[src/rtl/gpio_readback_if.sv]
// Bus bundle between the host GPIO words, the readback register bank and the
// gpio_readback_tx responder. The master side is the host plus bank; the slave side is the responder.
interface gpio_readback_if #(
  parameter int ADDR_W = 16,
  parameter int DATA_W = 8
);
  logic [31:0]       gpio_in;
  logic [31:0]       gpio_out;
  logic              reg_rd_en;
  logic [ADDR_W-1:0] reg_rd_addr;
  logic [DATA_W-1:0] reg_rd_data;
  logic              reg_rd_valid;
  logic              busy;

  modport master (
    output gpio_in, reg_rd_data, reg_rd_valid,
    input  gpio_out, reg_rd_en, reg_rd_addr, busy
  );

  modport slave (
    input  gpio_in, reg_rd_data, reg_rd_valid,
    output gpio_out, reg_rd_en, reg_rd_addr, busy
  );
endinterface

[src/rtl/gpio_readback_tx.sv]
// Host register-read responder: synchronizes a GPIO read strobe, fetches one
// byte from the register bank and returns it on gpio_out with an ack toggle.
module gpio_readback_tx #(
  parameter int ADDR_W         = 16,
  parameter int DATA_W         = 8,
  parameter int RD_CLK_BIT     = 25,
  parameter int SETTLE_CYCLES  = 2,
  parameter int TIMEOUT_CYCLES = 64
) (
  input logic           clk,
  input logic           rst,
  gpio_readback_if.slave bus
);

  localparam logic [3:0]  SETTLE_LAST = 4'(SETTLE_CYCLES - 1);
  localparam logic [7:0]  TMO_LAST    = 8'(TIMEOUT_CYCLES - 1);
  // Strobe bit of the synchronizer resets high so a strobe held through reset never looks like an edge.
  localparam logic [31:0] SYNC_RST    = 32'h0000_0001 << RD_CLK_BIT;

  typedef enum logic [2:0] {
    ST_IDLE   = 3'd0,
    ST_SETTLE = 3'd1,
    ST_REQ    = 3'd2,
    ST_WAIT   = 3'd3,
    ST_RESP   = 3'd4
  } state_t;

  state_t            state_r;
  state_t            state_next_s;
  logic [31:0]       sync1_r;
  logic [31:0]       sync2_r;
  logic              strobe_prev_r;
  logic              req_s;
  logic [3:0]        settle_cnt_r;
  logic [7:0]        tmo_cnt_r;
  logic [ADDR_W-1:0] addr_r;
  logic [DATA_W-1:0] data_r;
  logic              err_r;
  logic              ovr_r;
  logic [31:0]       gpio_out_r;
  logic              rd_en_r;
  logic              busy_r;

  logic settle_clr_s, settle_inc_s, addr_cap_s;
  logic tmo_clr_s, tmo_inc_s, data_ok_s, data_tmo_s, resp_s;

  assign req_s = sync2_r[RD_CLK_BIT] & ~strobe_prev_r;

  // Two-flop synchronizer for the host word plus strobe edge history
  always_ff @(posedge clk or posedge rst) begin
    if (rst) begin
      sync1_r       <= SYNC_RST;
      sync2_r       <= SYNC_RST;
      strobe_prev_r <= 1'b1;
    end else begin
      sync1_r       <= bus.gpio_in;
      sync2_r       <= sync1_r;
      strobe_prev_r <= sync2_r[RD_CLK_BIT];
    end
  end

  // FSM state register
  always_ff @(posedge clk or posedge rst) begin
    if (rst) begin
      state_r <= ST_IDLE;
    end else begin
      state_r <= state_next_s;
    end
  end

  // FSM next-state and datapath controls
  always_comb begin
    state_next_s = state_r;
    settle_clr_s = 1'b0;
    settle_inc_s = 1'b0;
    addr_cap_s   = 1'b0;
    tmo_clr_s    = 1'b0;
    tmo_inc_s    = 1'b0;
    data_ok_s    = 1'b0;
    data_tmo_s   = 1'b0;
    resp_s       = 1'b0;
    case (state_r)
      ST_IDLE: begin
        if (req_s) begin
          settle_clr_s = 1'b1;
          state_next_s = ST_SETTLE;
        end else begin
          state_next_s = ST_IDLE;
        end
      end
      ST_SETTLE: begin
        if (settle_cnt_r == SETTLE_LAST) begin
          addr_cap_s   = 1'b1;
          state_next_s = ST_REQ;
        end else begin
          settle_inc_s = 1'b1;
        end
      end
      ST_REQ: begin
        tmo_clr_s    = 1'b1;
        state_next_s = ST_WAIT;
      end
      ST_WAIT: begin
        // A valid on the final timeout cycle still counts as a good read.
        if (bus.reg_rd_valid) begin
          data_ok_s    = 1'b1;
          state_next_s = ST_RESP;
        end else if (tmo_cnt_r == TMO_LAST) begin
          data_tmo_s   = 1'b1;
          state_next_s = ST_RESP;
        end else begin
          tmo_inc_s = 1'b1;
        end
      end
      ST_RESP: begin
        resp_s       = 1'b1;
        state_next_s = ST_IDLE;
      end
      default: begin
        state_next_s = ST_IDLE;
      end
    endcase
  end

  // Settle and timeout counters
  always_ff @(posedge clk or posedge rst) begin
    if (rst) begin
      settle_cnt_r <= 4'd0;
      tmo_cnt_r    <= 8'd0;
    end else begin
      if (settle_clr_s) begin
        settle_cnt_r <= 4'd0;
      end else if (settle_inc_s) begin
        settle_cnt_r <= settle_cnt_r + 4'd1;
      end
      if (tmo_clr_s) begin
        tmo_cnt_r <= 8'd0;
      end else if (tmo_inc_s) begin
        tmo_cnt_r <= tmo_cnt_r + 8'd1;
      end
    end
  end

  // Address/data capture, sticky overrun and the registered response word
  always_ff @(posedge clk or posedge rst) begin
    if (rst) begin
      addr_r     <= '0;
      data_r     <= '0;
      err_r      <= 1'b0;
      ovr_r      <= 1'b0;
      gpio_out_r <= 32'h0000_0000;
      rd_en_r    <= 1'b0;
      busy_r     <= 1'b0;
    end else begin
      rd_en_r <= (state_next_s == ST_REQ);
      busy_r  <= (state_next_s != ST_IDLE);
      if (addr_cap_s) begin
        addr_r <= sync2_r[ADDR_W-1:0];
      end
      if (data_ok_s) begin
        data_r <= bus.reg_rd_data;
        err_r  <= 1'b0;
      end else if (data_tmo_s) begin
        data_r <= '0;
        err_r  <= 1'b1;
      end
      // Accepted request clears the flag; an edge arriving while busy is dropped and remembered.
      if (settle_clr_s) begin
        ovr_r <= 1'b0;
      end else if (req_s && (state_r != ST_IDLE)) begin
        ovr_r <= 1'b1;
      end
      if (resp_s) begin
        gpio_out_r <= {addr_r, 5'b00000, ovr_r, err_r, ~gpio_out_r[8], data_r};
      end
    end
  end

  assign bus.gpio_out    = gpio_out_r;
  assign bus.reg_rd_en   = rd_en_r;
  assign bus.reg_rd_addr = addr_r;
  assign bus.busy        = busy_r;

endmodule

[src/flat_wrapper.sv]
// flat-port wrapper written by rule: the top's interface ports become plain ports
module gpio_readback_tx_flat 
#(
  parameter int ADDR_W         = 16,
  parameter int DATA_W         = 8,
  parameter int RD_CLK_BIT     = 25,
  parameter int SETTLE_CYCLES  = 2,
  parameter int TIMEOUT_CYCLES = 64
)
  (clk, rst, bus_gpio_in, bus_reg_rd_data, bus_reg_rd_valid, bus_gpio_out, bus_reg_rd_en, bus_reg_rd_addr, bus_busy);
  gpio_readback_if #(.ADDR_W(ADDR_W), .DATA_W(DATA_W)) bus_i ();
  input logic clk;
  input logic rst;
  input wire logic [$bits(bus_i.gpio_in)-1:0] bus_gpio_in;
  input wire logic [$bits(bus_i.reg_rd_data)-1:0] bus_reg_rd_data;
  input wire logic [$bits(bus_i.reg_rd_valid)-1:0] bus_reg_rd_valid;
  output wire logic [$bits(bus_i.gpio_out)-1:0] bus_gpio_out;
  output wire logic [$bits(bus_i.reg_rd_en)-1:0] bus_reg_rd_en;
  output wire logic [$bits(bus_i.reg_rd_addr)-1:0] bus_reg_rd_addr;
  output wire logic [$bits(bus_i.busy)-1:0] bus_busy;
  assign bus_i.gpio_in = bus_gpio_in;
  assign bus_i.reg_rd_data = bus_reg_rd_data;
  assign bus_i.reg_rd_valid = bus_reg_rd_valid;
  assign bus_gpio_out = bus_i.gpio_out;
  assign bus_reg_rd_en = bus_i.reg_rd_en;
  assign bus_reg_rd_addr = bus_i.reg_rd_addr;
  assign bus_busy = bus_i.busy;
  gpio_readback_tx #(.ADDR_W(ADDR_W), .DATA_W(DATA_W), .RD_CLK_BIT(RD_CLK_BIT), .SETTLE_CYCLES(SETTLE_CYCLES), .TIMEOUT_CYCLES(TIMEOUT_CYCLES)) u_core (.clk(clk), .rst(rst), .bus(bus_i));
endmodule
[config.mk]
export PLATFORM = sky130hd
export DESIGN_NAME = gpio_readback_tx_flat
export DESIGN_NICKNAME = d
export VERILOG_FILES = /design/src/rtl/gpio_readback_if.sv /design/src/rtl/gpio_readback_tx.sv /design/src/flat_wrapper.sv
export SDC_FILE = /design/constraint.sdc
export NUM_CORES = 1
export LEC_CHECK = 0
export ABC_CLOCK_PERIOD_IN_PS = 3500
export BUFFER_PORTS_ARGS = -buffer_cell sky130_fd_sc_hd__buf_2
export CAP_MARGIN = 20
export CORE_MARGIN = 1.5
export CORE_UTILIZATION = 53
export CTS_BUF_LIST = sky130_fd_sc_hd__clkbuf_4 sky130_fd_sc_hd__clkbuf_8 sky130_fd_sc_hd__clkbuf_16
export DETAILED_ROUTE_END_ITERATION = 8
export PLACE_DENSITY = 0.81
export SYNTH_ARGS = -nofsm -noshare
export SYNTH_HDL_FRONTEND = slang
export SYNTH_SLANG_ARGS = --single-unit
[constraint.sdc]
create_clock -name clk -period 3.5 [get_ports clk]
set_input_delay 0.175 -clock clk [delete_from_list [all_inputs] [get_ports clk]]
set_output_delay 0.175 -clock clk [all_outputs]
set_load 0.05 [all_outputs]
==> flow_summary.json <==
{
  "status": "completed",
  "drv_cap": 0,
  "synthTopCellsByArea": "dfrtp_1 65%, mux2_4 11%, mux2_2 3.7%",
  "yosys.cell_types.count": 40,
  "postSynthCellCount": 236,
  "synth_edf_count": 0,
  "ioPinCount": 93,
  "drt_wl_total_um": 6310,
  "multi_input_area_sq_um": 1180,
  "numCtsBuffers": 9,
  "dr_wl_met2_um": 3230,
  "gp_congestion": 0.796,
  "period_needed_ns": 1.99,
  "grt.overflow.total": 0,
  "leakage_nw": 2.34,
  "die_h_um": 88.9,
  "layout.cells.non_filler": 437,
  "crit_required_ns": 3.74,
  "synth.top_cell.area_share_pct": 65.3,
  "dieWidth_um": 88.9,
  "ys_ff_latch": 105,
  "synth_most_common_cell": "dfrtp_1",
  "area_delta_synth_final_pct": 20.7,
  "ys.flop_type": "dfrtp_1",
  "ant_nets": 0,
  "finalHoldViolations": 0,
  "wl_met3_um": 282,
  "maxSlewViolCount": 0,
  "grt_util_all_layers_pct": 17.0,
  "wl_per_cell_um": 14.4,
  "vias": 2122,
  "n_fill_cell": 508,
  "start_util_pct": 54.4,
  "dp_hpwl_um": 4220,
  "finClkSkew_ns": 0.00916,
  "cts_tree": "built",
  "avgSynthCellArea_sq_um": 16.6,
  "dp_cells": 402,
  "antenna_found_initial": 0,
  "crit_path_end_kind": "flop",
  "worstMarginPinSlew_ns": 0.902,
  "place.port_buffers": 72,
  "dieArea_sq_um": 7890,
  "wl_met1_um": 2730,
  "clk_latency_ns": 0.35,
  "postCtsSetupBuffers": 0,
  "rsz0062_at_grt": "false",
  "ys_warn_count": 0,
  "ir_worst_vdd_mv": 0.510,
  "grt_max_degree": 60,
  "powerDensity_nw_per_um2": 919,
  "drive_gt1_share_pct": 44.1,
  "cts_max_level": 3,
  "root_buffer": "clkbuf_8",
  "synth_area_sq_um": 3910,
  "drt-vias-per-instance": 4.86,
  "ys_async_sr_fraction_pct": 100,
  "drc": 0,
  "grt_pass1_wl_um": 9890,
  "grt_pass1_vias": 2105,
  "top_layer_used": "met4",
  "path_clk_slew_ns": 0.09,
  "cts_buffer_depth": 2,
  "finalCritPeriodShare_pct": 56.9,
  "setup_viol": 0,
  "seqCellArea_sq_um": 2630,
  "cp.arrival_ns": 2.24,
  "synth_top_area_cell": "dfrtp_1",
  "coreArea_sq_um": 7180,
  "cp-start-kind": "flop",
  "cts_num_sinks": 105,
  "drt_pass1_iterations": 4,
  "drt_iter0_markers": 42,
  "critPathKind": "flop to flop",
  "worstPathMaxFanout": 17,
  "antenna_cells": 0,
  "synth_common_cells": "102 x dfrtp_1, 29 x mux2_4, 13 x mux2_2, 13 x nor2_1, 8 x a22o_1",
  "ys_seq_area_share_pct": 67.4,
  "tns_ns": 0,
  "hold_path_class": "input pin to flop",
  "slew_headroom_pct": 39.9,
  "std_cell_rows": 31,
  "fmax_mhz": 502,
  "nets": 379
}
-- flip-flops by register name, summed over array words and instances, names as in the netlist, 3 cells and up --
name                    count
u_core.bus.gpio_out        27
u_core.data_r               8
u_core.sync2_r             17
u_core.state_r              3
u_core.settle_cnt_r         4
u_core.bus.reg_rd_addr     16
u_core.sync1_r             17
u_core.tmo_cnt_r            8
-- final cells by class --
type	instances	share of cell area [%]
multi-input cells	118	24.9
inverters	6	0.531
clock buffers	13	3.66
repair buffers	93	12.0
clock inverters	3	0.451
well taps	99	2.63
flip-flops and latches	105	55.8
-- critical path, stage by stage (launching register included) --
cell,delay (ns)
dfrtp_1,0.41
inv_1,0.07
ha_1,0.15
nor3b_2,0.25
nand3_2,0.51
mux2_4,0.48
-- path summary, 6_finish.rpt --
| check | startpoint | endpoint | slack (ns) | depth (start not counted) |
|---|---|---|---|---|
| max | u_core.settle_cnt_r[1] | u_core.bus.reg_rd_addr[9] | 1.51 | 5 |
| min | bus_reg_rd_data[3] | u_core.data_r[3] | 0.03 | 2 |
| max reg2reg | u_core.settle_cnt_r[1] | u_core.bus.reg_rd_addr[9] | 1.51 | 5 |
| min reg2reg | u_core.sync1_r[12] | u_core.sync2_r[12] | 0.35 | 0 |
| max in group asynchronous | rst | u_core.state_r[1] | 2.27 | 4 |
| min in group asynchronous | rst | u_core.sync2_r[6] | 0.29 | 3 |
-- placed cells by master (no fill, tap or decap), types with 2 or more instances in the layout --
cell type      synthesis  layout
nand3_1                3       3
xnor2_1                7       7
nand2b_1               2       2
buf_4                  5       2
buf_2                  2      72
xor2_1                 2       2
a21oi_1                2       2
inv_1                  6       5
dfrtp_1              102     102
mux2_2                13      13
dlygate4sd3_1          0      19
ha_1                   3       3
and2_1                 4       3
conb_1                 1       5
nand4_1                2       2
mux2i_1                2       2
nor4_2                 2       2
and3b_1                2       2
mux2_4                29      29
clkbuf_8               0      12
nor2_1                13      13
a22o_1                 8       8
nor3b_2                2       2
dfstp_2                3       3
-- power breakdown --
| part | internal (W) | total (W) | switching, W |
|---|---|---|---|
| clock network | 0.000327 | 0.000706 | 0.000379 |
| logic | 0.000618 | 0.00182 | 0.00120 |
| registers | 0.00157 | 0.00181 | 0.000245 |
-- cells by family (layout without fill, tap and decap cells) --
family / after synthesis / count (layout) / share of synthesized area (%)
xor gates and xnor gates: 9 / 9 / 2.02
adders and majority gates: 3 / 3 / 0.961
and+or+nand+nor: 39 / 39 / 7.05
other: 1 / 5 / 0.0960
AOI/OAI and AO/OA: 18 / 18 / 4.16
buffers and inverters: 17 / 115 / 2.95
DFF: 105 / 105 / 67.4
muxes: 44 / 44 / 15.4
-- per-layer routing --
| metal | vias to the layer above | track usage, % |
|---|---|---|
| met4 | 0 | 6.39 |
| met1 | 1066 | 20.6 |
| met5 | - | 0 |
| li1 | 1000 | - |
| met2 | 51 | 28.2 |
| met3 | 5 | 5.97 |
-- metrics by stage --
stage / hold slack, ns / util [%] / setup slack (ns) / power (W) / instance area, sq um
6_report: 0.0339 / 65.7 / 1.51 / 0.00433 / 4720
5_1_grt: 0.0221 / 65.7 / 1.38 / 0.00456 / 4720
3_5_place_dp: 0.117 / 60.4 / 1.51 / 0.00364 / 4330
3_3_place_gp: 0.118 / 60.4 / 1.59 / 0.00358 / 4330
4_1_cts: 0.00108 / 65.6 / 1.49 / 0.00438 / 4710
2_1_floorplan: 0.179 / - / 0.569 / 0.00325 / 3920
-- repair_timing --
item,CTS,global route
hold buffers,18,1
gates resized for setup,0,0
endpoints found under the hold margin,34,1
No activity file was read; power rests on OpenSTA's default activity.
